**src/rtl/mem_arbiter_pkg.sv**
```systemverilog
// Shared types, constants and address-decode helpers for the mem arbiter.
package mem_arbiter_pkg;

    // Default start of the memory-mapped I/O window.
    localparam logic [31:0] MMIO_BASE = 32'hC000_0000;

    typedef enum logic [1:0] {
        IDLE  = 2'd0,
        SERVE = 2'd1,
        ACK   = 2'd2
    } arb_state_t;

    // Word accesses only: any set bit in the two low address bits is refused.
    function automatic logic misaligned(input logic [1:0] lsb);
        return lsb != 2'b00;
    endfunction

    // Addresses are widened to 64 bits so the helper works for any WIDTH up to 64.
    function automatic logic is_mmio(input logic [63:0] addr, input logic [63:0] base);
        return addr >= base;
    endfunction

endpackage

```
**src/rtl/rr_pick2.sv**
```systemverilog
// Combinational two-way round-robin picker; the requester not served last wins a tie.
module rr_pick2 (
    input  logic [1:0] req,
    input  logic       last,
    output logic [1:0] gnt
);

    // last = 1 means port 1 was served most recently, so port 0 wins a tie.
    always_comb begin
        gnt = 2'b00;
        case (req)
            2'b01:   gnt = 2'b01;
            2'b10:   gnt = 2'b10;
            2'b11:   gnt = last ? 2'b01 : 2'b10;
            default: gnt = 2'b00;
        endcase
    end

endmodule

```
**src/rtl/mem_arbiter.sv**
```systemverilog
// Round-robin arbiter sharing the single-port mem block between the CPU (port 0)
// and the debug/program-loader port (port 1). Each access is latched in IDLE,
// driven onto mem for one SERVE cycle and acknowledged in ACK.
module mem_arbiter
    import mem_arbiter_pkg::*;
#(
    parameter int unsigned      WIDTH     = 32,
    parameter logic [WIDTH-1:0] MMIO_BASE = WIDTH'(mem_arbiter_pkg::MMIO_BASE)
) (
    input  logic             clk,
    input  logic             reset_n,
    input  logic             req0,
    input  logic             req1,
    input  logic             we0,
    input  logic             we1,
    input  logic [WIDTH-1:0] addr0,
    input  logic [WIDTH-1:0] addr1,
    input  logic [WIDTH-1:0] wdata0,
    input  logic [WIDTH-1:0] wdata1,
    output logic             ack0,
    output logic             ack1,
    output logic             err0,
    output logic             err1,
    output logic [WIDTH-1:0] rdata0,
    output logic [WIDTH-1:0] rdata1,
    output logic [WIDTH-1:0] mem_a,
    output logic [WIDTH-1:0] mem_wd,
    output logic             mem_we,
    input  logic [WIDTH-1:0] mem_rd
);

    arb_state_t       state;
    logic             last;
    logic             lat_port;
    logic             lat_we;
    logic             lat_ref;
    logic [WIDTH-1:0] lat_addr;
    logic [WIDTH-1:0] lat_wdata;

    logic [1:0]       gnt;
    logic             sel_port;
    logic             sel_we;
    logic [WIDTH-1:0] sel_addr;
    logic [WIDTH-1:0] sel_wdata;
    logic             sel_ref;

    rr_pick2 u_pick (
        .req  ({req1, req0}),
        .last (last),
        .gnt  (gnt)
    );

    // Select the granted port's request and decide refusal before it is latched.
    always_comb begin
        sel_port  = gnt[1];
        sel_we    = gnt[1] ? we1    : we0;
        sel_addr  = gnt[1] ? addr1  : addr0;
        sel_wdata = gnt[1] ? wdata1 : wdata0;
        sel_ref   = misaligned(sel_addr[1:0]) ||
                    (sel_port && sel_we && is_mmio(64'(sel_addr), 64'(MMIO_BASE)));
    end

    // FSM, request latch and read-data capture; reset drops any in-flight access.
    always_ff @(posedge clk) begin
        if (!reset_n) begin
            state     <= IDLE;
            last      <= 1'b1;
            lat_port  <= 1'b0;
            lat_we    <= 1'b0;
            lat_ref   <= 1'b0;
            lat_addr  <= '0;
            lat_wdata <= '0;
            rdata0    <= '0;
            rdata1    <= '0;
        end else begin
            case (state)
                IDLE: begin
                    if (gnt != 2'b00) begin
                        lat_port  <= sel_port;
                        lat_we    <= sel_we;
                        lat_ref   <= sel_ref;
                        lat_addr  <= sel_addr;
                        lat_wdata <= sel_wdata;
                        state     <= SERVE;
                    end
                end
                SERVE: begin
                    if (!lat_we && !lat_ref) begin
                        if (lat_port) rdata1 <= mem_rd;
                        else          rdata0 <= mem_rd;
                    end
                    last  <= lat_port;
                    state <= ACK;
                end
                ACK:     state <= IDLE;
                default: state <= IDLE;
            endcase
        end
    end

    // mem bus follows the latch at all times; a write strobe only in SERVE and never when refused.
    assign mem_a  = lat_addr;
    assign mem_wd = lat_wdata;
    assign mem_we = (state == SERVE) && lat_we && !lat_ref;

    // Acks decode from the ACK state, so only the granted port can see one.
    assign ack0 = (state == ACK) && !lat_port;
    assign ack1 = (state == ACK) &&  lat_port;
    assign err0 = ack0 && lat_ref;
    assign err1 = ack1 && lat_ref;

endmodule

```
**config.mk**
```make
export PLATFORM = sky130hd
export DESIGN_NAME = mem_arbiter
export DESIGN_NICKNAME = d
export VERILOG_FILES = /design/src/rtl/mem_arbiter_pkg.sv /design/src/rtl/rr_pick2.sv /design/src/rtl/mem_arbiter.sv
export SDC_FILE = /design/constraint.sdc
export NUM_CORES = 1
export LEC_CHECK = 0
export BUFFER_PORTS_ARGS = -buffer_cell sky130_fd_sc_hd__buf_2
export CAP_MARGIN = 30
export CORE_MARGIN = 8
export CORE_UTILIZATION = 40
export CTS_CLUSTER_DIAMETER = 30
export DETAILED_ROUTE_END_ITERATION = 12
export PLACE_DENSITY = 0.8
export SYNTH_ARGS = -nofsm -noshare
export SYNTH_HDL_FRONTEND = slang
export SYNTH_SLANG_ARGS = --single-unit
```
**constraint.sdc**
```tcl
create_clock -name clk -period 1.8 [get_ports clk]
set_input_delay 0.18 -clock clk [delete_from_list [all_inputs] [get_ports clk]]
set_output_delay 0.18 -clock clk [all_outputs]
set_load 0.02 [all_outputs]
```
==> results.json, run 1 <==
{
  "detailedRoute.firstPassIterationCount": 5,
  "syn_area_um2": 6060,
  "slew_headroom": 0.690,
  "rrSetupSlack_ns": 0.12,
  "buffer_ports.inserted": 298,
  "gp_congestion": 0.783,
  "synth_warnings": 0,
  "max_cap_viol_count": 0,
  "antenna_found_initial": 2,
  "detail_route.wl_per_cell_um": 17.5,
  "critPathCaptureType": "register",
  "worst_ep_arrival_time_ns": 1.96,
  "maximum_number_of_pins_on_one_net_before_global_route_repair": 89,
  "met2_usage": 0.330,
  "worstHoldStart": "wdata1[23]",
  "clockBufferDepth": 2,
  "grt_pass1_vias": 6178,
  "final_hold_vio_count": 0,
  "groute.layer.met3.usage": 0.0933,
  "clock_tree_from_tritoncts": "built",
  "final_global_route_overflow_total": 0,
  "drt-vias-per-instance": 5.44,
  "ys.flop_type": "sky130_fd_sc_hd__dfxtp_1",
  "half_perimeter_wire_length_of_the_detailed_placement_result_um": 14300,
  "synth_cell_types": 35,
  "synth_async_sr_flop_share": 0,
  "holdWs_ns": 0.0348,
  "clock_sink_count": 134,
  "postSynthNetCount": 860,
  "reg2reg_from": "lat_ref$_SDFFE_PN0P_",
  "area_delta_synth_final_pct": 36.9,
  "r2r_cells": 4,
  "coreArea_um2": 15000,
  "timing.rr.end": "rdata1[12]$_SDFFE_PN0P_",
  "nets": 1121,
  "commonest_non_fill_non_tap_cells_in_the_layout": "298 x sky130_fd_sc_hd__buf_2, 133 x sky130_fd_sc_hd__dfxtp_1, 131 x sky130_fd_sc_hd__a21oi_1",
  "skew_ns": 0.00829,
  "route.detailed.drc": 0,
  "layout.cells.most_common": "sky130_fd_sc_hd__buf_2",
  "synth_cells": 694,
  "worst_hold_path_type": "in -> reg",
  "cts_hold_buffers": 0,
  "seq_area_frac_synth": 0.443,
  "resized_gates_after_cts": 0,
  "timing.final.crit_period_ns": 1.68,
  "all_layer_gr_usage": 0.202,
  "final_min_period_over_clock_period": 0.936,
  "maximum_vdd_drop_mv": 0.605,
  "totalWireLength_um": 20300,
  "detailroute.via_count": 6298,
  "ant_nets": 0,
  "cts_htree_levels": 4,
  "detail_route.iter0.violations": 265,
  "cellLeakagePower_nw": 3.63,
  "synth-edff-count": 0,
  "standard_cell_rows": 45,
  "unrepaired_setup_endpoints_after_global_routing": "false",
  "synth_area_per_cell_um2": 8.73,
  "effective_utilization_at_floorplan": 0.405,
  "die_width_um": 139,
  "tightestPinTransition_ns": 0.464,
  "post_route_cells_drive_above_1_share": 0.447,
  "grt.busiest_layer": "met2",
  "cts_clock_pin_slew_for_the_worst_setup_and_hold_paths_ns": 0.06,
  "cellPowerDensity_nw_per_um2": 1040,
  "report.final.setup_viol": 0,
  "root_buffer": "sky130_fd_sc_hd__clkbuf_16",
  "floorplan.io_pins": 299,
  "endpoint": "rdata1[12]$_SDFFE_PN0P_",
  "outcome": "completed",
  "clk-insertion-delay-late_ns": 0.41,
  "final_cell_count_no_fill": 1157,
  "cts_inserted_buffers": 17,
  "fin_setup_tns_ns": 0,
  "worstPathRequired_ns": 2.08,
  "chipHeight_um": 139,
  "maxSlewViolCount": 0,
  "post-cts-setup-buffer-count": 0,
  "path_class": "reg -> reg",
  "grt_pass1_wl_um": 32000,
  "max_freq_ghz": 0.593,
  "startpoint_kind_of_the_worst_setup_timing_path": "register",
  "global_route.usage.met1": 0.227,
  "setup.worst_path.start": "lat_ref$_SDFFE_PN0P_",
  "worst-path-max-fanout": 64,
  "ys_seq_elements": 134,
  "die_area_um2": 19300,
  "post-place-cells": 1124
}
## flip-flops by register name (all words and copies together) (netlist names)
name / flops
mem_a: 32
mem_wd: 32
rdata0: 32
rdata1: 32
state: 2
last: 1
lat_port: 1
lat_ref: 1
lat_we: 1
## cells in the mapped netlist (all sizes together), types with 2 or more instances
cell type  instances  share of area
nand2b             2         0.0021
nand2            130          0.081
o21ai             64          0.059
a21boi             2         0.0025
and2               3         0.0031
inv                2         0.0012
buf               36          0.044
nor2               4         0.0029
a21oi            131           0.11
a311oi            65           0.16
nand3             65          0.054
clkbuf            42          0.026
dfxtp            134           0.44
## final cells by class
type | instances | area (µm²)
multi-input combinational | 479 | 2970
sequential | 134 | 2680
clock inverter | 11 | 124
inverter | 3 | 13.8
antenna | 1 | 2.50
timing repair buffer | 320 | 1790
fill | 1382 | 6690
clock buffer | 21 | 470
tap | 188 | 235
## how the worst min path moves through the flow
stage                                   end  slack [ns]  depth (start not counted)
floorplan                 last$_SDFFE_PN1P_        0.27                          1
global placement          last$_SDFFE_PN1P_        0.43                          2
detailed placement        last$_SDFFE_PN1P_        0.45                          2
CTS                 mem_wd[23]$_SDFFE_PN0P_        0.02                          3
global route        mem_wd[22]$_SDFFE_PN0P_        0.03                          3
finish              mem_wd[23]$_SDFFE_PN0P_        0.03                          3
## report_power, final
part	switching, mW	internal (mW)
clock network	1.31	2.15
registers	0.118	3.20
logic	1.16	0.697
## layer usage
layer  share of wire  up-vias
met2            0.48      295
li1                -     3042
met3            0.11       27
met4           0.016        2
met5         0.00039        -
met1            0.40     2932
## worst max-delay path, stage by stage (launching register included)
cell,delay [ns]
sky130_fd_sc_hd__dfxtp_1,0.31
sky130_fd_sc_hd__or4b_2,0.71
sky130_fd_sc_hd__buf_12,0.23
sky130_fd_sc_hd__o21ai_1,0.19
sky130_fd_sc_hd__a21oi_1,0.09
## logic make-up after synthesis
family                 count (synthesis)  synth area share
AND/OR/NAND/NOR                      210             0.150
flip-flops                           134             0.443
AO/OA/AOI/OAI                        268             0.334
multiplexers                           1           0.00165
buffers and inverters                 81            0.0719
## metrics by stage
step	cell area [µm²]	util	power, mW	worst slack [ns]
6_report	8290	0.554	8.63	0.115
5_1_grt	8290	0.554	9.00	0.0202
4_1_cts	8290	0.553	8.70	0.0581
3_5_place_dp	7690	0.514	5.24	0.0774
3_3_place_gp	7690	0.514	5.21	0.103
2_1_floorplan	6060	-	4.58	0.363
Power figures use the tool's default switching activity.
==> run 2: changes to the inputs <==
--- a/config.mk
+++ b/config.mk
@@ -11,6 +11,7 @@
 export CORE_UTILIZATION = 40
 export CTS_CLUSTER_DIAMETER = 30
 export DETAILED_ROUTE_END_ITERATION = 12
+export GPL_TIMING_DRIVEN = 0
 export PLACE_DENSITY = 0.8
 export SYNTH_ARGS = -nofsm -noshare
 export SYNTH_HDL_FRONTEND = slang
==> run 2 against run 1 <==
Combinational power rose by 3%. Critical path depth did not move. First-iteration DRC count rose by 22%. Sequential power barely moved. Critical path type is now reg -> out.
==> results.json, run 2 (synthesis results as in run 1) <==
{
  "clock_tree_from_tritoncts": "built",
  "final_cell_count_no_fill": 1213,
  "outcome": "completed",
  "tightestPinTransition_ns": 0.781,
  "pre_cts_slack_ns": -0.173,
  "commonest_non_fill_non_tap_cells_in_the_layout": "311 x sky130_fd_sc_hd__buf_2, 133 x sky130_fd_sc_hd__dfxtp_1, 131 x sky130_fd_sc_hd__a21oi_1",
  "critPathCaptureType": "primary output",
  "unrepaired_setup_endpoints_after_global_routing": "false",
  "area_delta_synth_final_pct": 40.4,
  "clk-insertion-delay-late_ns": 0.41,
  "layout.cells.most_common": "sky130_fd_sc_hd__buf_2",
  "postLayoutCoreUtil": 0.568,
  "final_global_route_overflow_total": 0,
  "detailroute.via_count": 6582,
  "skew_ns": 0.00449,
  "path_cells": "nor2b_1 > nand2_1 > nor2_1 > buf_2",
  "p_total_mw": 9.24,
  "ant_nets": 0,
  "max_freq_ghz": 0.596,
  "worstPathRequired_ns": 1.62,
  "detailedRoute.firstPassIterationCount": 5,
  "path_class": "reg -> out",
  "cellPowerDensity_nw_per_um2": 1090,
  "critical_path.top_delay_family": "simple AND/OR/NAND/NOR gates",
  "chipHeight_um": 139,
  "max_cap_viol_count": 0,
  "worst_ep_arrival_time_ns": 1.50,
  "standard_cell_rows": 45,
  "final_hold_vio_count": 0,
  "report.final.setup_viol": 0,
  "timing.final.crit_period_ns": 1.68,
  "root_buffer": "sky130_fd_sc_hd__clkbuf_16",
  "detail_route.iter0.violations": 323,
  "worst_hold_path_type": "in -> reg",
  "coreArea_um2": 15000,
  "setup_ws_ns": 0.122,
  "all_layer_gr_usage": 0.229,
  "nets": 1177,
  "maximum_number_of_pins_on_one_net_before_global_route_repair": 17,
  "maximum_vdd_drop_mv": 0.611,
  "cts_htree_levels": 4,
  "cpPeakStageDelay_ns": 0.41,
  "drt-vias-per-instance": 5.43,
  "startpoint_kind_of_the_worst_setup_timing_path": "register",
  "die_width_um": 139,
  "post_route_cells_drive_above_1_share": 0.429,
  "worst-path-max-fanout": 5,
  "crit_path_top_delay_cell": "sky130_fd_sc_hd__dfxtp_1",
  "gp_congestion": 0.866,
  "grt_pass1_vias": 6719,
  "critical_path.n_buffers_inverters": 1,
  "maxSlewViolCount": 0,
  "cellLeakagePower_nw": 3.74,
  "post-place-cells": 1180,
  "die_area_um2": 19300,
  "clock_sink_count": 134,
  "cts_clock_pin_slew_for_the_worst_setup_and_hold_paths_ns": 0.06,
  "half_perimeter_wire_length_of_the_detailed_placement_result_um": 17500,
  "post-cts-setup-buffer-count": 0,
  "antenna_found_initial": 1,
  "totalWireLength_um": 22600,
  "cts_inserted_buffers": 17,
  "final_min_period_over_clock_period": 0.932,
  "floorplan.io_pins": 299,
  "route.detailed.drc": 0,
  "slew_headroom": 0.479,
  "grt_pass1_wl_um": 35600,
  "effective_utilization_at_floorplan": 0.405,
  "fin_setup_tns_ns": 0,
  "detail_route.wl_per_cell_um": 18.6,
  "buffer_ports.inserted": 298,
  "clockBufferDepth": 2
}
run 2: cell count changes in the layout (fill, tap and decap cells not counted), sizes merged:
cell,change
bufinv,+4
buf,+15
dlygate4sd3,+1
clkbuf,+40
clkinv,-2
clkinvlp,-2
run 2: power breakdown:
part           leakage, nW  internal [mW]  total, mW  switching [mW]
clock network        0.328           2.68       4.00            1.32
registers             1.10           3.20       3.33           0.128
logic                 2.32          0.706       1.91            1.20
run 2: path summary, 6_finish.rpt:
path	from	end	slack, ns	depth (start not counted)
worst max-delay path	state[1]$_SDFFE_PN0P_	err0	0.12	4
worst min-delay path	reset_n	state[0]$_SDFFE_PN0P_	0.03	2
worst max register to register	last$_SDFFE_PN1P_	mem_wd[7]$_SDFFE_PN0P_	0.14	5
worst min register to register	rdata1[5]$_SDFFE_PN0P_	rdata1[5]$_SDFFE_PN0P_	0.46	2
run 2: layout make-up:
cell class	count	area, µm²
antenna	1	2.50
buffer	77	442
clock buffer	21	460
clock inverter	11	219
fill	1372	6470
inverter	3	11.3
multi-input combinational	479	2950
sequential	134	2680
tap	188	235
timing repair buffer	299	1500
run 2: through the flow:
step | area (µm²) | hold WS, ns
finish | 8500 | 0.0283
global route | 8500 | 0.0211
floorplan | 6060 | 0.269
CTS | 8500 | 0.0134
global placement | 7780 | 0.400
detailed placement | 7780 | 0.414
run 2: metal layers:
layer | global-route usage | vias up | routed length (µm)
met3 | 0.0978 | 34 | 2360
met2 | 0.405 | 337 | 11400
li1 | - | 3145 | -
met4 | 0.0867 | 0 | 490
met5 | 0 | - | 0
met1 | 0.237 | 3066 | 8380
run 2: worst reg2reg max path, cell delays in order (launching register included):
cell,delay (ns)
sky130_fd_sc_hd__dfxtp_1,0.38
sky130_fd_sc_hd__a21bo_2,0.15
sky130_fd_sc_hd__buf_4,0.17
sky130_fd_sc_hd__buf_1,0.38
sky130_fd_sc_hd__nand2_1,0.17
sky130_fd_sc_hd__a311oi_2,0.31
run 2: what timing repair did:
item	CTS	global route
endpoints found under the setup margin	13	13
endpoints found under the hold margin	1	0
gates resized for setup	12	7
hold buffers	1	0
==> run 3: changes to the inputs <==
--- a/config.mk
+++ b/config.mk
@@ -7,6 +7,7 @@
 export LEC_CHECK = 0
 export BUFFER_PORTS_ARGS = -buffer_cell sky130_fd_sc_hd__buf_2
 export CAP_MARGIN = 30
+export CORE_ASPECT_RATIO = 1.2
 export CORE_MARGIN = 8
 export CORE_UTILIZATION = 40
 export CTS_CLUSTER_DIAMETER = 30
==> constraint.sdc (replaced) <==
create_clock -name clk -period 2.13 [get_ports clk]
set_input_delay 0.213 -clock clk [delete_from_list [all_inputs] [get_ports clk]]
set_output_delay 0.213 -clock clk [all_outputs]
set_load 0.02 [all_outputs]
==> run 3 against run 2 <==
Largest cell class unchanged. Sequential power down 16%. Sequential share of layout area up 0.069 points. Core utilization up 0.15 points. Final cell count up 1.2%. First-iteration DRC count up 32%. Clock-buffer cell count up 1. Critical path type unchanged. Clock skew up 0.0047 ns. Flip-flop and latch count unchanged. Worst setup slack better by 0.11 ns. Largest power group unchanged. Non-clock buffer count down 1.
==> results.json, run 3 (synthesis results as in run 1) <==
{
  "outcome": "completed",
  "all_layer_gr_usage": 0.230,
  "die_area_um2": 19400,
  "chipHeight_um": 151,
  "buffer_ports.inserted": 298,
  "clk-insertion-delay-late_ns": 0.42,
  "worst-path-max-fanout": 10,
  "cts_hold_buffers": 0,
  "critPathCaptureType": "primary output",
  "nets": 1176,
  "p_total_mw": 7.73,
  "grt_pass1_vias": 6604,
  "drt-vias-per-instance": 5.31,
  "antenna_found_initial": 1,
  "max_cap_viol_count": 0,
  "worst_ep_arrival_time_ns": 1.68,
  "worstHoldStart": "reset_n",
  "skew_ns": 0.00923,
  "effective_utilization_at_floorplan": 0.407,
  "postLayoutCoreUtil": 0.569,
  "final_global_route_overflow_total": 0,
  "maxSlewViolCount": 0,
  "post-cts-setup-buffer-count": 0,
  "place_area_um2": 7800,
  "die_width_um": 128,
  "grt_pass1_wl_um": 34800,
  "path_cells": "clkbuf_2 > clkbuf_2 > and2_1 > buf_2",
  "layout.cells.most_common": "sky130_fd_sc_hd__buf_2",
  "detailedRoute.firstPassIterationCount": 5,
  "critical_path.n_buffers_inverters": 3,
  "standard_cell_rows": 49,
  "totalWireLength_um": 22800,
  "cts_inserted_buffers": 17,
  "unrepaired_setup_endpoints_after_global_routing": "false",
  "half_perimeter_wire_length_of_the_detailed_placement_result_um": 17800,
  "clock_sink_count": 134,
  "max_freq_ghz": 0.527,
  "timing.final.crit_period_ns": 1.90,
  "cts_clock_pin_slew_for_the_worst_setup_and_hold_paths_ns": 0.05,
  "clock_tree_from_tritoncts": "built",
  "clockBufferDepth": 2,
  "post_route_cells_drive_above_1_share": 0.425,
  "setup.worst_path.start": "lat_port$_SDFFE_PN0P_",
  "detailroute.via_count": 6524,
  "gp_congestion": 0.869,
  "report.final.setup_viol": 0,
  "startpoint_kind_of_the_worst_setup_timing_path": "register",
  "area_delta_synth_final_pct": 40.0,
  "final_hold_vio_count": 0,
  "crit_path_top_delay_cell": "sky130_fd_sc_hd__dfxtp_1",
  "slew_headroom": 0.466,
  "fillCellCount": 1402,
  "reg2reg_from": "state[1]$_SDFFE_PN0P_",
  "maximum_vdd_drop_mv": 0.478,
  "coreArea_um2": 14900,
  "fin_setup_tns_ns": 0,
  "layout.cell_area.non_filler_um2": 8480,
  "cellLeakagePower_nw": 3.72,
  "worst_hold_path_type": "in -> reg",
  "floorplan.io_pins": 299,
  "commonest_non_fill_non_tap_cells_in_the_layout": "313 x sky130_fd_sc_hd__buf_2, 134 x sky130_fd_sc_hd__dfxtp_1, 131 x sky130_fd_sc_hd__a21oi_1",
  "cpPeakStageDelay_ns": 0.37,
  "resized_gates_after_cts": 2,
  "final_min_period_over_clock_period": 0.890,
  "detail_route.wl_per_cell_um": 18.6,
  "post-place-cells": 1196,
  "ant_nets": 0,
  "detail_route.iter0.violations": 426,
  "root_buffer": "sky130_fd_sc_hd__clkbuf_16",
  "worstPathRequired_ns": 1.92,
  "route.detailed.drc": 0,
  "path_class": "reg -> out",
  "crit_top_cell": "sky130_fd_sc_hd__clkbuf_2",
  "tightestPinTransition_ns": 0.801,
  "cts_htree_levels": 4,
  "maximum_number_of_pins_on_one_net_before_global_route_repair": 20,
  "critical_path.top_delay_family": "buffers and inverters",
  "cellPowerDensity_nw_per_um2": 912,
  "final_cell_count_no_fill": 1228
}
[run 3: changes by cell type in the layout (fill, tap and decap cells not counted), moves of 2 or more]
cell,change
sky130_fd_sc_hd__buf_4,-2
sky130_fd_sc_hd__clkbuf_8,+2
sky130_fd_sc_hd__clkinvlp_4,+2
sky130_fd_sc_hd__clkbuf_1,+2
sky130_fd_sc_hd__buf_2,+2
[run 3: report_power, final]
part	internal, mW	switching (mW)
Clock	2.21	1.11
Sequential	2.70	0.106
Combinational	0.590	1.01
Total	5.50	2.23
[run 3: final timing paths]
path	slack [ns]	endpoint	cells after the start
worst min register to register	0.46	rdata1[5]$_SDFFE_PN0P_	2
worst min-delay path	0.03	last$_SDFFE_PN1P_	2
worst max-delay path	0.23	ack1	4
worst max register to register	0.30	lat_ref$_SDFFE_PN0P_	4
[run 3: through the flow]
step | setup slack, ns | hold WS (ns)
floorplan | 0.693 | 0.302
global placement | 0.301 | 0.443
detailed placement | 0.292 | 0.445
CTS | 0.193 | 0.00856
global route | 0.0971 | 0.00685
finish | 0.233 | 0.0316
[run 3: layer usage]
metal | vias to the layer above | wire (µm) | track usage
met4 | 0 | 454 | 0.0935
met1 | 3049 | 8300 | 0.239
met5 | - | 0 | 0
li1 | 3143 | - | -
met3 | 32 | 2410 | 0.0979
met2 | 300 | 11600 | 0.402
[run 3: area by class of cell]
cell class                      instances  area (µm²)  area share
Multi-Input combinational cell        479        2940       0.347
Antenna cell                            1        2.50    0.000295
Inverter                                3        11.3     0.00133
Buffer                                 77         423      0.0499
Clock buffer                           22         484      0.0571
Timing Repair Buffer                  298        1490       0.176
Tap cell                              204         255      0.0301
Clock inverter                         10         190      0.0224
Sequential cell                       134        2680       0.316
